## config.mk

```make
export PLATFORM = sky130hd
export DESIGN_NAME = axi_sram_slave
export DESIGN_NICKNAME = d
export VERILOG_FILES = /design/src/rtl/axi_sram_pkg.sv /design/src/rtl/axi_sram_addr_gen.sv /design/src/rtl/axi_sram_slave.sv
export SDC_FILE = /design/constraint.sdc
export NUM_CORES = 1
export LEC_CHECK = 0
export ABC_AREA = 1
export BUFFER_PORTS_ARGS = -buffer_cell sky130_fd_sc_hd__buf_2
export CAP_MARGIN = 20
export CORE_AREA = 2 2 109 111
export CTS_CLUSTER_SIZE = 12
export DETAILED_ROUTE_END_ITERATION = 8
export DIE_AREA = 0 0 111 113
export PLACE_DENSITY = 0.71
export SYNTH_ARGS = -nofsm -noshare
export SYNTH_HDL_FRONTEND = slang
export SYNTH_SLANG_ARGS = --single-unit
```

## constraint.sdc

```tcl
create_clock -name ACLK -period 5.3 [get_ports ACLK]
set_input_delay 1.59 -clock ACLK [delete_from_list [all_inputs] [get_ports ACLK]]
set_output_delay 1.59 -clock ACLK [all_outputs]
set_load 0.1 [all_outputs]
```

## src/rtl/axi_sram_pkg.sv

```systemverilog
// Shared types and constants for the AXI4-to-SRAM slave endpoint.
package axi_sram_pkg;

  typedef enum logic [2:0] {
    IDLE,
    R_ADDR,
    R_WAIT,
    R_DATA,
    W_DATA,
    B_RESP
  } state_e;

  localparam logic [1:0] BURST_FIXED = 2'b00;
  localparam logic [1:0] BURST_INCR  = 2'b01;
  localparam logic [1:0] BURST_WRAP  = 2'b10;

  localparam logic [1:0] RESP_OKAY   = 2'b00;
  localparam logic [1:0] RESP_SLVERR = 2'b10;

  localparam logic [2:0] SIZE_WORD   = 3'b010;

  // WRAP bursts step like INCR; FIXED (and the reserved encoding) hold the address.
  function automatic logic burst_advances(input logic [1:0] burst);
    return (burst == BURST_INCR) || (burst == BURST_WRAP);
  endfunction

endpackage

```

## src/rtl/axi_sram_addr_gen.sv

```systemverilog
// Burst address generator: holds the word address, burst type and length of
// the active transaction and steps them one beat at a time.
module axi_sram_addr_gen
  import axi_sram_pkg::*;
#(
  parameter int unsigned SRAM_AW = 14
) (
  input  logic               clk,
  input  logic               rst,
  input  logic               load,
  input  logic               advance,
  input  logic [SRAM_AW-1:0] start_addr,
  input  logic [1:0]         start_burst,
  input  logic [3:0]         start_len,
  output logic [SRAM_AW-1:0] word_addr,
  output logic [3:0]         beat_cnt,
  output logic               last
);

  logic [1:0] burst_q;
  logic [3:0] len_q;

  // Latch a new burst on load, otherwise step count and address per accepted beat.
  always_ff @(posedge clk or posedge rst) begin
    if (rst) begin
      word_addr <= '0;
      beat_cnt  <= '0;
      burst_q   <= BURST_FIXED;
      len_q     <= '0;
    end else if (load) begin
      word_addr <= start_addr;
      beat_cnt  <= '0;
      burst_q   <= start_burst;
      len_q     <= start_len;
    end else if (advance) begin
      beat_cnt <= beat_cnt + 4'd1;
      if (burst_advances(burst_q)) begin
        word_addr <= word_addr + SRAM_AW'(1);
      end
    end
  end

  assign last = (beat_cnt == len_q);

endmodule

```

## src/rtl/axi_sram_slave.sv

```systemverilog
// AXI4 slave endpoint driving a single-port synchronous SRAM (1-cycle read
// latency, active-low byte write enables). One transaction at a time.
// Optional build macro AXI_SRAM_ERR_CHECK_EN adds SLVERR reporting for
// non-word transfer sizes and WLAST/length mismatches.
module axi_sram_slave
  import axi_sram_pkg::*;
#(
  parameter int unsigned ID_W    = 8,
  parameter int unsigned SRAM_AW = 14
) (
  input  logic               ACLK,
  input  logic               ARESET,
  input  logic [ID_W-1:0]    AWID,
  input  logic [31:0]        AWADDR,
  input  logic [3:0]         AWLEN,
  input  logic [2:0]         AWSIZE,
  input  logic [1:0]         AWBURST,
  input  logic               AWVALID,
  output logic               AWREADY,
  input  logic [31:0]        WDATA,
  input  logic [3:0]         WSTRB,
  input  logic               WLAST,
  input  logic               WVALID,
  output logic               WREADY,
  output logic [ID_W-1:0]    BID,
  output logic [1:0]         BRESP,
  output logic               BVALID,
  input  logic               BREADY,
  input  logic [ID_W-1:0]    ARID,
  input  logic [31:0]        ARADDR,
  input  logic [3:0]         ARLEN,
  input  logic [2:0]         ARSIZE,
  input  logic [1:0]         ARBURST,
  input  logic               ARVALID,
  output logic               ARREADY,
  output logic [ID_W-1:0]    RID,
  output logic [31:0]        RDATA,
  output logic [1:0]         RRESP,
  output logic               RLAST,
  output logic               RVALID,
  input  logic               RREADY,
  output logic               SRAM_CS,
  output logic               SRAM_OE,
  output logic [3:0]         SRAM_WEB,
  output logic [SRAM_AW-1:0] SRAM_A,
  output logic [31:0]        SRAM_DI,
  input  logic [31:0]        SRAM_DO
);

  state_e              state, state_n;
  logic                rd_turn;
  logic [ID_W-1:0]     id_q;
  logic [31:0]         rdata_q;
  logic                take_aw, take_ar, load, advance, last;
  logic [SRAM_AW-1:0]  word_addr;
  logic [3:0]          beat_cnt;
  logic [1:0]          rresp_v, bresp_v;

  // Round-robin between channels only matters when both are valid together.
  assign take_aw = (state == IDLE) && AWVALID && (!ARVALID || !rd_turn);
  assign take_ar = (state == IDLE) && ARVALID && (!AWVALID ||  rd_turn);
  assign load    = take_aw || take_ar;

  axi_sram_addr_gen #(
    .SRAM_AW(SRAM_AW)
  ) u_addr_gen (
    .clk        (ACLK),
    .rst        (ARESET),
    .load       (load),
    .advance    (advance),
    .start_addr (take_aw ? AWADDR[SRAM_AW+1:2] : ARADDR[SRAM_AW+1:2]),
    .start_burst(take_aw ? AWBURST : ARBURST),
    .start_len  (take_aw ? AWLEN : ARLEN),
    .word_addr  (word_addr),
    .beat_cnt   (beat_cnt),
    .last       (last)
  );

  // State register, arbitration toggle, ID latch and read-data capture.
  always_ff @(posedge ACLK or posedge ARESET) begin
    if (ARESET) begin
      state   <= IDLE;
      rd_turn <= 1'b0;
      id_q    <= '0;
      rdata_q <= '0;
    end else begin
      state <= state_n;
      if (load) begin
        rd_turn <= ~rd_turn;
        id_q    <= take_aw ? AWID : ARID;
      end
      if (state == R_WAIT) begin
        rdata_q <= SRAM_DO;
      end
    end
  end

`ifdef AXI_SRAM_ERR_CHECK_EN
  logic [2:0] size_q;
  logic       werr_q;

  // Remember transfer size and flag a WLAST that disagrees with the burst length.
  always_ff @(posedge ACLK or posedge ARESET) begin
    if (ARESET) begin
      size_q <= SIZE_WORD;
      werr_q <= 1'b0;
    end else if (load) begin
      size_q <= take_aw ? AWSIZE : ARSIZE;
      werr_q <= 1'b0;
    end else if ((state == W_DATA) && WVALID && WLAST && !last) begin
      werr_q <= 1'b1;
    end
  end

  assign rresp_v = (size_q != SIZE_WORD) ? RESP_SLVERR : RESP_OKAY;
  assign bresp_v = ((size_q != SIZE_WORD) || werr_q) ? RESP_SLVERR : RESP_OKAY;

  logic unused_ok;
  assign unused_ok = ^{AWADDR[31:SRAM_AW+2], AWADDR[1:0], ARADDR[31:SRAM_AW+2],
                       ARADDR[1:0], beat_cnt};
`else
  assign rresp_v = RESP_OKAY;
  assign bresp_v = RESP_OKAY;

  logic unused_ok;
  assign unused_ok = ^{AWADDR[31:SRAM_AW+2], AWADDR[1:0], ARADDR[31:SRAM_AW+2],
                       ARADDR[1:0], beat_cnt, AWSIZE, ARSIZE};
`endif

  assign RID     = id_q;
  assign BID     = id_q;
  assign RDATA   = rdata_q;
  assign SRAM_A  = word_addr;
  assign SRAM_DI = WDATA;

  // Next-state, handshake and SRAM strobe decode.
  always_comb begin
    state_n  = state;
    AWREADY  = 1'b0;
    ARREADY  = 1'b0;
    WREADY   = 1'b0;
    RVALID   = 1'b0;
    RLAST    = 1'b0;
    RRESP    = RESP_OKAY;
    BVALID   = 1'b0;
    BRESP    = RESP_OKAY;
    SRAM_CS  = 1'b0;
    SRAM_OE  = 1'b0;
    SRAM_WEB = '1;
    advance  = 1'b0;
    unique case (state)
      IDLE: begin
        AWREADY = take_aw;
        ARREADY = take_ar;
        if (take_aw) begin
          state_n = W_DATA;
        end else if (take_ar) begin
          state_n = R_ADDR;
        end
      end
      R_ADDR: begin
        SRAM_CS = 1'b1;
        SRAM_OE = 1'b1;
        state_n = R_WAIT;
      end
      R_WAIT: begin
        SRAM_CS = 1'b1;
        SRAM_OE = 1'b1;
        state_n = R_DATA;
      end
      R_DATA: begin
        RVALID = 1'b1;
        RLAST  = last;
        RRESP  = rresp_v;
        if (RREADY) begin
          if (last) begin
            state_n = IDLE;
          end else begin
            advance = 1'b1;
            state_n = R_ADDR;
          end
        end
      end
      W_DATA: begin
        WREADY = 1'b1;
        if (WVALID) begin
          SRAM_CS  = 1'b1;
          SRAM_WEB = ~WSTRB;
          advance  = 1'b1;
          if (WLAST) begin
            state_n = B_RESP;
          end
        end
      end
      B_RESP: begin
        BVALID = 1'b1;
        BRESP  = bresp_v;
        if (BREADY) begin
          state_n = IDLE;
        end
      end
      default: state_n = IDLE;
    endcase
  end

endmodule
```

### After elaboration in Yosys (flattened, before gate mapping)

Cells that the tools add are included.

| storage, ports and cells | value |
|---|---|
| register bits after elaboration | 68 |
| word-level logic and storage cells | 73 |

| operators by class | value |
|---|---|
| $add $sub $neg | 2 |
| equal/unequal tests | 13 |
| muxes and demuxes | 31 |
| bitwise logic cells | 2 |
| reduce and logical (&&, ||, !) cells | 17 |

Operator list:

| cell | number |
|---|---|
| 14-bit two-way mux | 4 |
| 4-bit two-way mux | 5 |
| 3-bit two-way mux | 6 |
| 3-bit case mux with 6 select lines | 1 |
| 14-bit by 1-bit adder with 14-bit output (second input constant) | 1 |
| 1-bit two-way mux | 11 |
| 8-bit two-way mux | 1 |
| 2-bit != test (second input constant) | 4 |
| 3-bit by 2-bit equality test with 1-bit output (second input constant) | 2 |
| 3-bit equality test (second input constant) | 2 |
| 5-bit AND reduction | 1 |
| 4-bit by 1-bit adder with 4-bit output (second input constant) | 1 |
| 4-bit equality test | 1 |
| 1-bit logical AND | 4 |
| 1-bit logical OR | 4 |
| 4-bit NOT | 1 |
| 1-bit case mux with 2 select lines | 2 |
| 2-bit nonzero test | 2 |
| 3-bit by 1-bit equality test with 1-bit output (second input constant) | 1 |
| 1-bit zero test | 3 |
| 3-bit zero test | 1 |
| 3-bit != test (second input constant) | 1 |
| 2-bit by 1-bit equality test with 1-bit output (second input constant) | 1 |
| 2-bit equality test (second input constant) | 1 |
| other kinds (4) | 4 |

### Longest topological paths before layout

| logic depth | value |
|---|---|
| depth after elaboration | 6 |
| mapped depth | 11 |
| mapped depth without buffers | 11 |

### Cells and area by module

Synthesis repeated with hierarchy kept, for this count alone.

| unflattened totals | value |
|---|---|
| cells, all modules | 487 |
| area total of the unflattened synthesis | 4106.4 µm² |

By module, submodules not included:

| module | times used | cells an instance | area an instance (µm²) | seq. area each (µm²) |
|---|---|---|---|---|
| axi_sram_slave | 1 | 287 | 2658.8 | 1101.1 |
| axi_sram_addr_gen | 1 | 200 | 1447.6 | 600.6 |

### Worst setup path after synthesis

Ideal clock, no wire load.

| timing | value |
|---|---|
| path kind | register to output |
| start point | reg state[1] |
| end point | out RLAST |
| data arrival time | 3.232 ns |
| required time | 3.710 ns |
| path slack | 0.478 ns |
| cell stages (with the launch flop) | 5 |
| buffers on the path | 0 |
| cell sequence | dfrtp_1 -> inv_2 -> nor3_2 -> inv_1 -> nor2_1 |

| on the way | value |
|---|---|
| cells in the longest elaborated chain, start to end | 2 |

Ends and longest elaborated chain:

| item | RTL line | RTL |
|---|---|---|
| start: declaration | axi_sram_slave.sv:50 | `state_e state, state_n;` |
| start signal: assignment | axi_sram_slave.sv:87 | `state <= state_n;` |
| 3-bit by 2-bit equality test with 1-bit output | axi_sram_slave.sv:151 | `unique case (state)` |
| 1-bit two-way mux | axi_sram_slave.sv:151 |  |
| end: declaration | axi_sram_slave.sv:39 | `output logic RLAST,` |

Every way passes these cells.

### Final worst setup path

| timing | value |
|---|---|
| start point | in ARVALID |
| end point | out AWREADY |

| on the way | value |
|---|---|
| cells in the longest elaborated chain, start to end | 4 |

Ends and longest elaborated chain:

| item | RTL line | RTL |
|---|---|---|
| start: declaration | axi_sram_slave.sv:34 | `input logic ARVALID,` |
| 1-bit zero test | axi_sram_slave.sv:60 | `assign take_aw = (state == IDLE) && AWVALID && (!ARVALID \|\| !rd_turn);` |
| 1-bit logical OR | axi_sram_slave.sv:60 |  |
| 1-bit logical AND | axi_sram_slave.sv:60 |  |
| 1-bit two-way mux | axi_sram_slave.sv:151 |  |
| end: declaration | axi_sram_slave.sv:19 | `output logic AWREADY,` |

Every way passes these cells.

==> key figures <==
Synth
  – XOR/XNOR share of the synthesized area: roughly 1.1%
  – Post-synth EDFFs: 0
  – Yosys cell types: 35
  – Post-Synth Adder-Cell Area: less than 1%
  – Register bit total from synthesis: between 60 and 70
  – Yosys Warn Count: 0
  – Post-synthesis mux area share: under 10%
  – Compound-cell area share of the yosys netlist: 8.623%
  – Avg Cell Area, Syn: approximately 8.2 um2
  – Main combinational cell family by area after synthesis: simple AND/OR/NAND/NOR gates
  – Mapped Cells: around 500
  – Sequential fraction of the synthesis area: 42.65%
  – Ys async rst share: 100.0%
  – Simple-gate portion of the synthesized area: a little under a quarter
  – Area of the mapped netlist: about 4000 um2
  – Synth Flop Type: dfrtp_1

Clock network
  – Num CTS Buffers: 9
  – Skew-Pair Late Insertion Delay: approximately 330 ps
  – Post-CTS Setup Repair Bufs: 0
  – CTS Root Cell: clkbuf_16
  – CTS tree: built
  – CTS Sinks: 68
  – Cts hold-fix bufs: 0
  – Worst-path clk slew: about 60 ps
  – H-tree depth: 3
  – Buffers from clock root to sink, at most: 2
  – Post-cts resize count: 0

Min path
  – HP Class: reg2reg

Detailed routing
  – Drt initial violations: between 100 and 150
  – Vias/cell: between 4 and 5
  – Routed Antenna Nets: 0
  – DRT Wirelength: around 10000 um
  – Iteration count of the initial detailed-routing pass: 4
  – Via count: 3605
  – Drt drc: 0
  – Routed WL per cell: ~14 um

Timing
  – Final setup violation count: 0
  – Skew final: around 8.2 ps
  – Slew @ Worst Pin: about 680 ps
  – Min Tclk post-route: between 4000 and 5000 ps
  – Highest clock rate: roughly 0.24 GHz
  – Headroom to the max-slew limit: between 50% and 60%
  – Final Hold Vio Count: 0
  – RSZ-0062 raised after global routing: no
  – Period utilization: between 70 and 80%
  – TNS Setup: 0 ps
  – Max Slew Vio Count: 0

Job
  – Max-Cap Viols: 0

Place
  – Area after DPL: approximately 4600 um2
  – PortBufs: approximately 170
  – Cell Count Post-Placement: about 750
  – Dpl hpwl: around 7700 um
  – Routability-driven placement congestion ratio: about 0.8

Worst setup path
  – Signal arrival time at the worst endpoint: roughly 2600 ps
  – Top cell family by delay on the critical path: buffers and inverters
  – Buf/Inv on CP: 2
  – CP Max Fanout: 3
  – CP max-delay cell: buf_2
  – Cell Chain, Critical Path: buf_2, nand2_1, nand2_1, nor2_2, buf_2
  – WS Path Type: in2out
  – Type of origin of the critical path: input pin
  – WP data required: roughly 3700 ps
  – Crit path capture type: output port
  – Crit-path max cell delay: 460 ps

Finish
  – Share of cells above drive strength 1: a little under two fifths
  – Filler Cell Count: 1108
  – Final net count: 791
  – Layout Cells excl Fill: about 760
  – Post-route cell area: 4954 um2
  – Util after Layout: 43.94%
  – N_diodes: 0
  – Syn-to-layout area delta: 24.15%

Global routing
  – Tot GR Track Use: between 10% and 20%
  – Total global routing overflow: 0
  – Vias in the first global route: between 3k and 4k
  – Largest net degree at the start of global routing: slightly above 40
  – First-pass GRT wire length: roughly 17000 um
  – Initial antenna violation count: 0

Floorplan
  – Chip height: about 110 um
  – Die ar.: about 13000 um2
  – I/O pins: 284
  – Die Wd: around 110 um
  – Rows: 39
  – Starting Density: between 30 and 40%
  – Core area: 11270 um2

Outcome
  – Status: finished, final reports clean
cell usage after synthesis (2+ instances only):
cell type	number	area share [%]
nand2_1	133	13
dfrtp_1	68	43
buf_4	48	9.0
nor2_1	41	3.9
inv_1	38	3.6
mux2_2	32	9.0
nand3_1	29	3.6
a21oi_1	27	3.4
o21ai_0	17	2.1
buf_2	8	1.0
o211ai_1	6	1.1
o21ai_1	5	0.63
a22oi_1	4	0.75
buf_6	3	0.85
xor2_1	3	0.66
clkbuf_1	2	0.19
ha_1	2	0.63
or2_2	2	0.31
xnor2_1	2	0.44
worst register-to-register path, delay by kind of cell, from the launching register on:
kind	cells	cell delay (ps)
flip-flops	1	450
buffers and inverters	1	260
AND/OR/NAND/NOR	7	1750
kinds of logic (layout without fill, tap and decap cells):
kind of cell,after synthesis,after routing
other cells,1,4
simple gates,216,216
mux,32,32
buf+inv,101,232
fa+ha+maj,2,2
xor+xnor,5,5
compound gates,61,61
flops,68,68
through the flow:
| step | setup slack (ps) | hold WS (ps) |
|---|---|---|
| floorplan | 477.8 | 441.5 |
| global placement | 1093 | 453.9 |
| detailed placement | 1082 | 482.1 |
| CTS | 1080 | 490.3 |
| global route | 1041 | 505.0 |
| finish | 1115 | 488.6 |
registers in the layout (all words and copies together), names as in the netlist:
name	cells
u_addr_gen.len_q	4
rd_turn	1
u_addr_gen.beat_cnt	4
u_addr_gen.word_addr	14
state	3
RDATA	32
BID	8
u_addr_gen.burst_q	2
path summary, 6_finish.rpt:
check                                           from  depth (start not counted)  slack, ps                                   end
worst min register to register   rd_turn$_DFFE_PP0P_                          1        490                   rd_turn$_DFFE_PP0P_
worst max-delay path                         ARVALID                          5       1120                               AWREADY
min in group asynchronous                     ARESET                          2       1360                  RDATA[1]$_DFFE_PP0P_
max in group asynchronous                     ARESET                          3       2990  u_addr_gen.word_addr[13]$_DFFE_PP0P_
worst min-delay path             rd_turn$_DFFE_PP0P_                          1        490                   rd_turn$_DFFE_PP0P_
worst max register to register  state[1]$_DFFE_PP0P_                          8       2710  u_addr_gen.word_addr[13]$_DFFE_PP0P_
cells in the final DEF (no fill, tap or decap), types with 4 or more instances in the layout:
cell	synthesis	final
dfrtp_1	68	68
a21oi_1	27	27
o211ai_1	6	6
conb_1	1	4
nand2_1	133	133
clkbuf_16	0	9
a22oi_1	4	4
nand3_1	29	29
nor2_1	41	40
inv_1	38	37
o21ai_0	17	17
mux2_2	32	32
o21ai_1	5	5
buf_2	8	173
layout make-up:
cell class	count	area, um2	area share, %
multi-input cells	320	1708	34.48
flip-flops and latches	68	1702	34.35
repair buffers	176	888.4	17.93
clock buffers	9	225.2	4.547
well taps	143	178.9	3.612
inverters	40	152.6	3.082
clock inverters	7	98.84	1.995
layer usage:
metal / share of wire, % / wire [um] / track usage [%] / up-vias
met5: 0 / 0 / 0 / -
met4: 1.4 / 144 / 6.000 / 0
met3: 9.1 / 944 / 5.945 / 14
met2: 50 / 5254 / 29.45 / 143
met1: 39 / 4083 / 17.81 / 1677
li1: - / - / - / 1771
Power is left out: the tool's default activity adds up to more than one toggle a clock period on the data nets, which glitch-free logic cannot reach.
